===== config.mk =====
export PLATFORM = sky130hd
export DESIGN_NAME = gardner_loop_ctrl
export DESIGN_NICKNAME = d
export VERILOG_FILES = /design/src/rtl/gardner_loop_ctrl_pkg.sv /design/src/rtl/gardner_err_meter.sv /design/src/rtl/gardner_loop_ctrl.sv
export SDC_FILE = /design/constraint.sdc
export NUM_CORES = 1
export LEC_CHECK = 0
export ABC_AREA = 1
export CAP_MARGIN = 20
export CORE_MARGIN = 8
export CORE_UTILIZATION = 61
export CTS_BUF_LIST = sky130_fd_sc_hd__clkbuf_16
export DETAILED_ROUTE_END_ITERATION = 8
export PLACE_DENSITY = 0.87
export SYNTH_ARGS = -nofsm -noshare
export SYNTH_HDL_FRONTEND = slang
export SYNTH_HIERARCHICAL = 1
export SYNTH_SLANG_ARGS = --single-unit

===== constraint.sdc =====
create_clock -name clk -period 6.65 [get_ports clk]
set_input_delay 0.9975 -clock clk [delete_from_list [all_inputs] [get_ports clk]]
set_output_delay 0.9975 -clock clk [all_outputs]
set_load 0.01 [all_outputs]

===== src/rtl/gardner_loop_ctrl_pkg.sv =====
// Shared definitions for the Gardner timing-loop sequencer: state encoding
// and default widths used by the controller and its error meter.
package gardner_loop_ctrl_pkg;

    localparam int WIDTH_DEF    = 16;
    localparam int WIN_LOG2_DEF = 5;
    localparam int SHIFT_W      = 4;

    // Encoding is visible on state_o, so the values are fixed explicitly.
    typedef enum logic [1:0] {
        ST_IDLE    = 2'd0,
        ST_RESET   = 2'd1,
        ST_ACQUIRE = 2'd2,
        ST_TRACK   = 2'd3
    } loop_state_t;

endpackage


===== src/rtl/gardner_err_meter.sv =====
// Windowed mean |timing error| meter. Each accepted symbol contributes its
// saturated magnitude; after 2^WIN_LOG2 symbols the mean is published with a
// one-clock win_done pulse and the accumulator restarts from zero.
module gardner_err_meter
    import gardner_loop_ctrl_pkg::*;
#(
    parameter int WIDTH    = WIDTH_DEF,
    parameter int WIN_LOG2 = WIN_LOG2_DEF
) (
    input  logic                    clk,
    input  logic                    rst_n,
    input  logic                    clear,
    input  logic                    active,
    input  logic                    sym_valid,
    input  logic signed [WIDTH-1:0] error_n,
    output logic        [WIDTH-1:0] err_mean,
    output logic                    win_done
);

    localparam int ACC_W = WIDTH + WIN_LOG2;
    localparam logic [WIDTH-1:0] MOST_NEG = {1'b1, {(WIDTH-1){1'b0}}};
    localparam logic [WIDTH-1:0] MOST_POS = {1'b0, {(WIDTH-1){1'b1}}};

    logic [WIDTH-1:0]    mag;
    logic [ACC_W-1:0]    acc;
    logic [ACC_W-1:0]    acc_sum;
    logic [WIN_LOG2-1:0] cnt;

    // Magnitude of the error; the most negative code has no positive twin,
    // so it is clamped to the largest positive value.
    always_comb begin
        mag = error_n;
        if (error_n == MOST_NEG) begin
            mag = MOST_POS;
        end else if (error_n[WIDTH-1]) begin
            mag = ~error_n + 1'b1;
        end
        acc_sum = acc + ACC_W'(mag);
    end

    // Accumulate one window; clear has priority so a fresh state starts aligned.
    always_ff @(posedge clk or negedge rst_n) begin
        if (!rst_n) begin
            acc      <= '0;
            cnt      <= '0;
            err_mean <= '0;
            win_done <= 1'b0;
        end else begin
            win_done <= 1'b0;
            if (clear) begin
                acc <= '0;
                cnt <= '0;
            end else if (active && sym_valid) begin
                if (cnt == '1) begin
                    err_mean <= acc_sum[ACC_W-1:WIN_LOG2];
                    win_done <= 1'b1;
                    acc      <= '0;
                    cnt      <= '0;
                end else begin
                    acc <= acc_sum;
                    cnt <= cnt + 1'b1;
                end
            end
        end
    end

endmodule


===== src/rtl/gardner_loop_ctrl.sv =====
// Sequencer and gain scheduler for the Gardner timing-recovery loop.
// Holds the corrector in reset, acquires with high gain, tracks with low gain
// once the windowed mean |error| is below threshold, and falls back to
// acquisition (without resetting the corrector) after repeated bad windows.
module gardner_loop_ctrl
    import gardner_loop_ctrl_pkg::*;
#(
    parameter int WIDTH        = WIDTH_DEF,
    parameter int WIN_LOG2     = WIN_LOG2_DEF,
    parameter int ACQ_SYMS     = 256,
    parameter int RST_CYCLES   = 4,
    parameter int LOSS_WINDOWS = 3
) (
    input  logic                     clk,
    input  logic                     rst_n,
    input  logic                     en,
    input  logic [SHIFT_W-1:0]       acq_shift,
    input  logic [SHIFT_W-1:0]       trk_shift,
    input  logic [WIDTH-1:0]         lock_thresh,
    input  logic                     sym_clk,
    input  logic signed [WIDTH-1:0]  error_n,
    output logic                     corr_rst,
    output logic [SHIFT_W-1:0]       gardner_shift,
    output logic                     locked,
    output logic [1:0]               state_o,
    output logic [WIDTH-1:0]         err_mean,
    output logic                     win_done
);

    localparam int SYM_W  = $clog2(ACQ_SYMS + 1);
    localparam int RST_W  = $clog2(RST_CYCLES + 1);
    localparam int LOSS_W = $clog2(LOSS_WINDOWS + 1);

    localparam logic [SYM_W-1:0]  ACQ_SYMS_C = SYM_W'(ACQ_SYMS);
    localparam logic [RST_W-1:0]  RST_LAST   = RST_W'(RST_CYCLES - 1);
    localparam logic [LOSS_W-1:0] LOSS_LAST  = LOSS_W'(LOSS_WINDOWS - 1);

    loop_state_t       state_q;
    loop_state_t       state_d;
    logic [RST_W-1:0]  rst_cnt_q;
    logic [RST_W-1:0]  rst_cnt_d;
    logic [SYM_W-1:0]  sym_cnt_q;
    logic [SYM_W-1:0]  sym_cnt_d;
    logic [LOSS_W-1:0] loss_cnt_q;
    logic [LOSS_W-1:0] loss_cnt_d;
    logic              sym_d;
    logic              sym_valid;
    logic              meter_active;
    logic              meter_clear;

    // Symbol strobe edge: sym_clk registered once, rising edge marks a symbol.
    assign sym_valid    = sym_clk & ~sym_d;
    assign meter_active = (state_q == ST_ACQUIRE) || (state_q == ST_TRACK);
    assign meter_clear  = (state_d != state_q) &&
                          ((state_d == ST_ACQUIRE) || (state_d == ST_TRACK));
    assign state_o      = state_q;

    gardner_err_meter #(
        .WIDTH    (WIDTH),
        .WIN_LOG2 (WIN_LOG2)
    ) u_meter (
        .clk       (clk),
        .rst_n     (rst_n),
        .clear     (meter_clear),
        .active    (meter_active),
        .sym_valid (sym_valid),
        .error_n   (error_n),
        .err_mean  (err_mean),
        .win_done  (win_done)
    );

    // Next-state and counter updates; loss of enable overrides everything.
    always_comb begin
        state_d    = state_q;
        rst_cnt_d  = rst_cnt_q;
        sym_cnt_d  = sym_cnt_q;
        loss_cnt_d = loss_cnt_q;
        case (state_q)
            ST_IDLE: begin
                rst_cnt_d  = '0;
                sym_cnt_d  = '0;
                loss_cnt_d = '0;
                if (en) begin
                    state_d = ST_RESET;
                end
            end
            ST_RESET: begin
                if (rst_cnt_q == RST_LAST) begin
                    state_d   = ST_ACQUIRE;
                    rst_cnt_d = '0;
                    sym_cnt_d = '0;
                end else begin
                    rst_cnt_d = rst_cnt_q + 1'b1;
                end
            end
            ST_ACQUIRE: begin
                if (sym_valid && (sym_cnt_q != ACQ_SYMS_C)) begin
                    sym_cnt_d = sym_cnt_q + 1'b1;
                end
                if (win_done && (sym_cnt_q == ACQ_SYMS_C) && (err_mean < lock_thresh)) begin
                    state_d    = ST_TRACK;
                    loss_cnt_d = '0;
                end
            end
            ST_TRACK: begin
                if (win_done) begin
                    if (err_mean >= lock_thresh) begin
                        if (loss_cnt_q == LOSS_LAST) begin
                            state_d    = ST_ACQUIRE;
                            sym_cnt_d  = '0;
                            loss_cnt_d = '0;
                        end else begin
                            loss_cnt_d = loss_cnt_q + 1'b1;
                        end
                    end else begin
                        loss_cnt_d = '0;
                    end
                end
            end
            default: begin
                state_d = ST_IDLE;
            end
        endcase
        if (!en) begin
            state_d = ST_IDLE;
        end
    end

    // State, counters and outputs registered together so gain follows state.
    always_ff @(posedge clk or negedge rst_n) begin
        if (!rst_n) begin
            state_q       <= ST_IDLE;
            rst_cnt_q     <= '0;
            sym_cnt_q     <= '0;
            loss_cnt_q    <= '0;
            sym_d         <= 1'b0;
            corr_rst      <= 1'b1;
            gardner_shift <= '0;
            locked        <= 1'b0;
        end else begin
            state_q       <= state_d;
            rst_cnt_q     <= rst_cnt_d;
            sym_cnt_q     <= sym_cnt_d;
            loss_cnt_q    <= loss_cnt_d;
            sym_d         <= sym_clk;
            corr_rst      <= (state_d == ST_IDLE) || (state_d == ST_RESET);
            locked        <= (state_d == ST_TRACK);
            gardner_shift <= (state_d == ST_TRACK) ? trk_shift : acq_shift;
        end
    end

endmodule


# == After elaboration in Yosys (flattened, before gate mapping) ==
# Index checks and enable logic that the tools add are counted.
# classes
n_addsub,6
n_lt_le_gt_ge,2
n_eq_ne,19
mux,32
bitwise,4
reduce_logical,16
# ops
cell,count
$mux W21,3
$mux W9,5
$pmux W9 S4,1
$mux W16,2
$add A21 B16 Y21,1
$mux W2,10
$add A16 B1 Y16 const B,1
$eq A16 B16 Y1 const B,1
$ge A16 B16 Y1,1
$lt A16 B16 Y1,1
$not A16 Y16,1
$mux W5,3
$eq A2 B2 Y1 const B,5
$ne A2 B1 Y1 const B,5
$add A9 B1 Y9 const B,1
$eq A9 B9 Y1 const B,1
$ne A9 B9 Y1 const B,1
$pmux W2 S4,1
$pmux W2 S3,1
$pmux W3 S2,1
$reduce_and A3 Y1,2
$add A5 B1 Y5 const B,1
$eq A5 B5 Y1 const B,1
$logic_and A1 B1 Y1,5
16 further kinds,24
# word_totals
regBits,66
input_bits,44
output_inout_bits,25
word_cells,91

# == Logic depth before layout (Yosys ltp) ==
# depth
depth_word,11
depth_mapped,25
mapped_depth_nobuf,24

# == Cells and area by module ==
# Netlist, hierarchy kept.
# by_module_without_submodules
module,n_inst,cells_each,area_each_um2,seq_area_each_um2
gardner_err_meter,1,501,3440.8,1076.0
gardner_loop_ctrl,1,221,1662.8,576.8

# == Worst setup path after synthesis ==
# OpenSTA, ideal clock, no wires.
# synth_path
path_kind,input to register
startpoint,input port error_n[0]
endpoint,register u_meter.acc[4]
setup_time_ps,122
arrival_time_ps,3119
t_required_ps,6528
path_slack_ps,3410
path_stages,15
n_path_buf,1
cell_sequence,inv_1 > ha_1 > nand4_2 > inv_2 > nand4_2 > nor2_2 > nand2_2 > buf_6 > nand2_1 > ha_1 > fa_1 > nand3_1 > nand3_2 > or2_2 > a32o_1
# synth_via
elab_chain_cells,8
word_cells_on_any_way,9
cone_classes,add/sub (2); eq/ne (1); mux (5); bitwise (1)
# synth_lines
item,line_no,rtl
start: declaration,gardner_loop_ctrl.sv:21,"input logic signed [WIDTH-1:0] error_n,"
$not A16 Y16,gardner_err_meter.sv:36,mag = ~error_n + 1'b1;
$add A16 B1 Y16,gardner_err_meter.sv:36,
$mux W16,gardner_err_meter.sv:35,end else if (error_n[WIDTH-1]) begin
$mux W16 *,gardner_err_meter.sv:33,if (error_n == MOST_NEG) begin
$add A21 B16 Y21 *,gardner_err_meter.sv:38,acc_sum = acc + ACC_W'(mag);
$mux W21 *,gardner_err_meter.sv:54,if (cnt == '1) begin
$mux W21 *,gardner_err_meter.sv:53,end else if (active && sym_valid) begin
$mux W21 *,gardner_err_meter.sv:50,if (clear) begin
end signal: assignment,gardner_err_meter.sv:60,acc <= acc_sum;
end: declaration,gardner_err_meter.sv:25,logic [ACC_W-1:0] acc;
# Every way passes the cells marked *; elsewhere a longest branch is shown, timed or not. The select of a mux whose other input is x is not followed.
# A chain may end at the register's enable or synchronous reset.

# == Worst setup path after layout ==
# layout_path
startpoint,input port error_n[15]
endpoint,register u_meter.err_mean[11]
# layout_via
elab_chain_cells,5
word_cells_on_any_way,6
cone_classes,add/sub (2); eq/ne (1); mux (2); bitwise (1)
# layout_lines
item,line_no,rtl
$not A16 Y16,gardner_err_meter.sv:36,
$add A16 B1 Y16,gardner_err_meter.sv:36,
$mux W16,gardner_err_meter.sv:35,
$mux W16 *,gardner_err_meter.sv:33,
$add A21 B16 Y21 *,gardner_err_meter.sv:38,
end signal: assignment,gardner_err_meter.sv:55,err_mean <= acc_sum[ACC_W-1:WIN_LOG2];
end: declaration,gardner_err_meter.sv:16,"output logic [WIDTH-1:0] err_mean,"
# Every way passes the cells marked *; elsewhere a longest branch is shown, timed or not.

==> flow_summary.toml <==
[synthesis]
syn-cell-area_sq_um = 5100
yosys.area.top_type_share = 0.319
synth_seq_area_share = 0.324
postSynthCellCount = 722
ys_types = 42
async_flop_share = 1.00
synth_edf_count = 0
syn_area_per_cell_sq_um = 7.07
ys_ff_latch = 66
synth_fa_ha_area_frac = 0.107
synth_area_leader_cell = "dfrtp_1"
synth_mux_area_frac = 0
synth_top_family_by_area = "simple AND/OR/NAND/NOR gates"
synthXorXnorAreaFrac = 0.0309
yosysWarnings = 6
yosys-top-cells-area = "dfrtp_1, nand2_1, ha_1, inv_1, nand3_1"
synth_compound_area_frac = 0.0718
yosys_most_used_dff = "dfrtp_1"
synth_nets = 809
synth_simple_gate_area_share = 0.378

[worst_setup_path]
worstSetupEndpointType = "flop"
critical_path_class = "in -> reg"
cp_top_family = "simple AND/OR/NAND/NOR gates"
cpMostUsedCell = "nand2_1"
critPathLaunchType = "primary input"
rrSetupSlack_ns = 3.53
worstPathRequired_ns = 6.86
path_cells = "clkdlybuf4s50_1, inv_1, nor2_1, nand2_1, inv_1, nand2_2, nand2_1, ha_1, fa_1, nand3_1, nand3_2, nand2_1, nand3_1, nand2_1, nand3b_1, nand3_1, nand2_1"
crit_path_top_delay_cell = "clkdlybuf4s50_1"
arrival_ns = 4.11
crit_buf_inv = 3
cpPeakStageDelay_ns = 0.64
critPathMaxFanout = 14

[global_routing]
grt_overflow_total = 0
grt_pass1_vias = 5022
grt_usage = 0.235
grt_pass1_wl_um = 22300
grtUsageMet2 = 0.413
grt_antenna_before_repair = 0
grt_busiest_layer = "met2"
met3_usage = 0.0443
grtUsageMet1 = 0.270
grt_start_max_net_pins = 67

[pwr]
total_power_mw = 1.52
intPower_uw = 949
peakVddDrop_mv = 0.171
cellPowerDensity_nw_per_um2 = 247
power.share.clock = 0.301
p_comb_frac = 0.375
p_leak_nw = 3.26
power_frac_seq = 0.324
power_switching_uw = 570
p_sw_frac = 0.375

[cells_and_area]
final_cell_mix = "nand2_1, inv_1, clkdlybuf4s50_1"
layout.cells.most_common = "nand2_1"
areaGrowthSynthToFinish_pct = 20.4
final_layout_size_suffix_gt1_frac = 0.0902
final_cell_area_sq_um = 6150
antenna_cells = 0
instances_no_fill = 903
utilization = 0.752
layout.nets = 880

[die]
die_h_um = 107
coreArea_sq_um = 8180
dieArea_sq_um = 11500
pin_count = 69
rows = 33
dieWidth_um = 107
initial_core_util = 0.624

[clock_network]
clk_latency_ns = 0.33
cts_tree = "done"
clockBufferDepth = 2
cts-buffers-inserted = 9
ctsHoldBuffers = 0
htreeDepth = 3
cts.sinks = 66
cts_setup_buffers = 0
cts.repair.resized = 0
path_clk_slew_ns = 0.06
cts-root-buf = "clkbuf_16"

[sta]
finalCriticalPeriod_ns = 3.90
slew_headroom = 0.450
rsz0062_at_grt = "false"
finalHoldViolations = 0
max_freq_ghz = 0.257
fin_skew_ns = 0.0101
period_share = 0.586
fin_setup_tns_ns = 0
finalSetupViolations = 0
worstMarginPinSlew_ns = 0.825
drv_slew = 0

[run_status]
outcome = "complete, no violations"

[route]
vias = 5077
antenna_left = 0
via_per_inst = 5.62
post_drt_wl_per_cell_um = 14.9
dr.pass1.iters = 5
route.final.wire_length_um = 13500
drc = 0
drtIter0Drc = 369

[placement]
post-dp-hpwl_um = 10200
port_buffers = 68
place_area_sq_um = 5840
gp_congestion = 0.993
dp_cells = 886

[run]
max_cap_violations = 0

[hold_path]
hold_path_class = "reg -> reg"
## cells in the mapped netlist (3+ instances only)
master    number
nor4_1         3
nand2_4        3
buf_6          4
nand2_2        7
dfrtp_1       65
xnor2_1        6
nand3_2        8
clkbuf_1       3
nand3_1       51
nor3_1         9
inv_1         91
ha_1          42
nor2_2        13
xor2_1        12
o21ai_1        5
a21oi_1       19
or2_2          4
a32o_1         3
inv_2         10
nand4_1       11
o21ai_0       24
a22o_1         4
nand2_1      243
nor2_1        50
nand3b_1      11
## registers in the layout (all words and copies together) (netlist names)
| register | count |
|---|---|
| corr_rst | 1 |
| gardner_shift | 4 |
| locked | 1 |
| loss_cnt_q | 2 |
| rst_cnt_q | 3 |
| state_o | 2 |
| sym_cnt_q | 9 |
| sym_d | 1 |
| u_meter/acc | 21 |
| u_meter/cnt | 5 |
| u_meter/err_mean | 16 |
| u_meter/win_done | 1 |
## power by group through the flow
stage | registers, mW | clock network, mW | logic (mW)
after floorplan | 0.488 | 0 | 0.406
after global placement | 0.495 | 0 | 0.525
after detailed placement | 0.496 | 0 | 0.550
after CTS | 0.491 | 0.461 | 0.556
after global routing | 0.498 | 0.479 | 0.635
final | 0.492 | 0.457 | 0.570
## tightest hold or removal path: cells and delay by family, from the launching register on
family,cells,cell delay [ns]
flops,1,0.35
compound gates,1,0.06
simple gates,1,0.05
## cell families after synthesis
kind of cell               Yosys count
and+or+nand+nor                    421
buffers and inverters              111
DFF                                 66
AOI/OAI and AO/OA                   63
adders and majority gates           43
xor gates and xnor gates            18
## final cells by class
| class | instances | area (sq um) |
|---|---|---|
| Tap cell | 105 | 131 |
| Timing Repair Buffer | 70 | 698 |
| Clock inverter | 7 | 62.6 |
| Sequential cell | 66 | 1650 |
| Multi-Input combinational cell | 545 | 3000 |
| Fill cell | 609 | 2030 |
| Clock buffer | 9 | 225 |
| Inverter | 101 | 379 |
## per-stage QoR
step                      setup WS, ns  hold WS (ns)
final                             2.75         0.493
after global routing              2.46         0.516
after CTS                         2.71         0.491
after detailed placement          2.48         0.478
after global placement            2.60         0.466
after floorplan                   3.41         0.450
## per-layer routing
layer,vias to the layer above,part of all wire
met4,0,0.031
met3,48,0.068
met5,-,0
met2,207,0.49
met1,2368,0.41
li1,2454,-
## worst paths after layout
path                                        endpoint  depth (start not counted)                 start
max in group asynchronous       u_meter/err_mean[13]                          2                 rst_n
worst min register to register        u_meter/cnt[3]                          2        u_meter/cnt[3]
worst max register to register   u_meter/err_mean[3]                         19  u_meter/err_mean[11]
worst max-delay path            u_meter/err_mean[11]                         17           error_n[15]
worst min-delay path                  u_meter/cnt[3]                          2        u_meter/cnt[3]
min in group asynchronous               sym_cnt_q[5]                          2                 rst_n
Power figures use the tool's default switching activity.
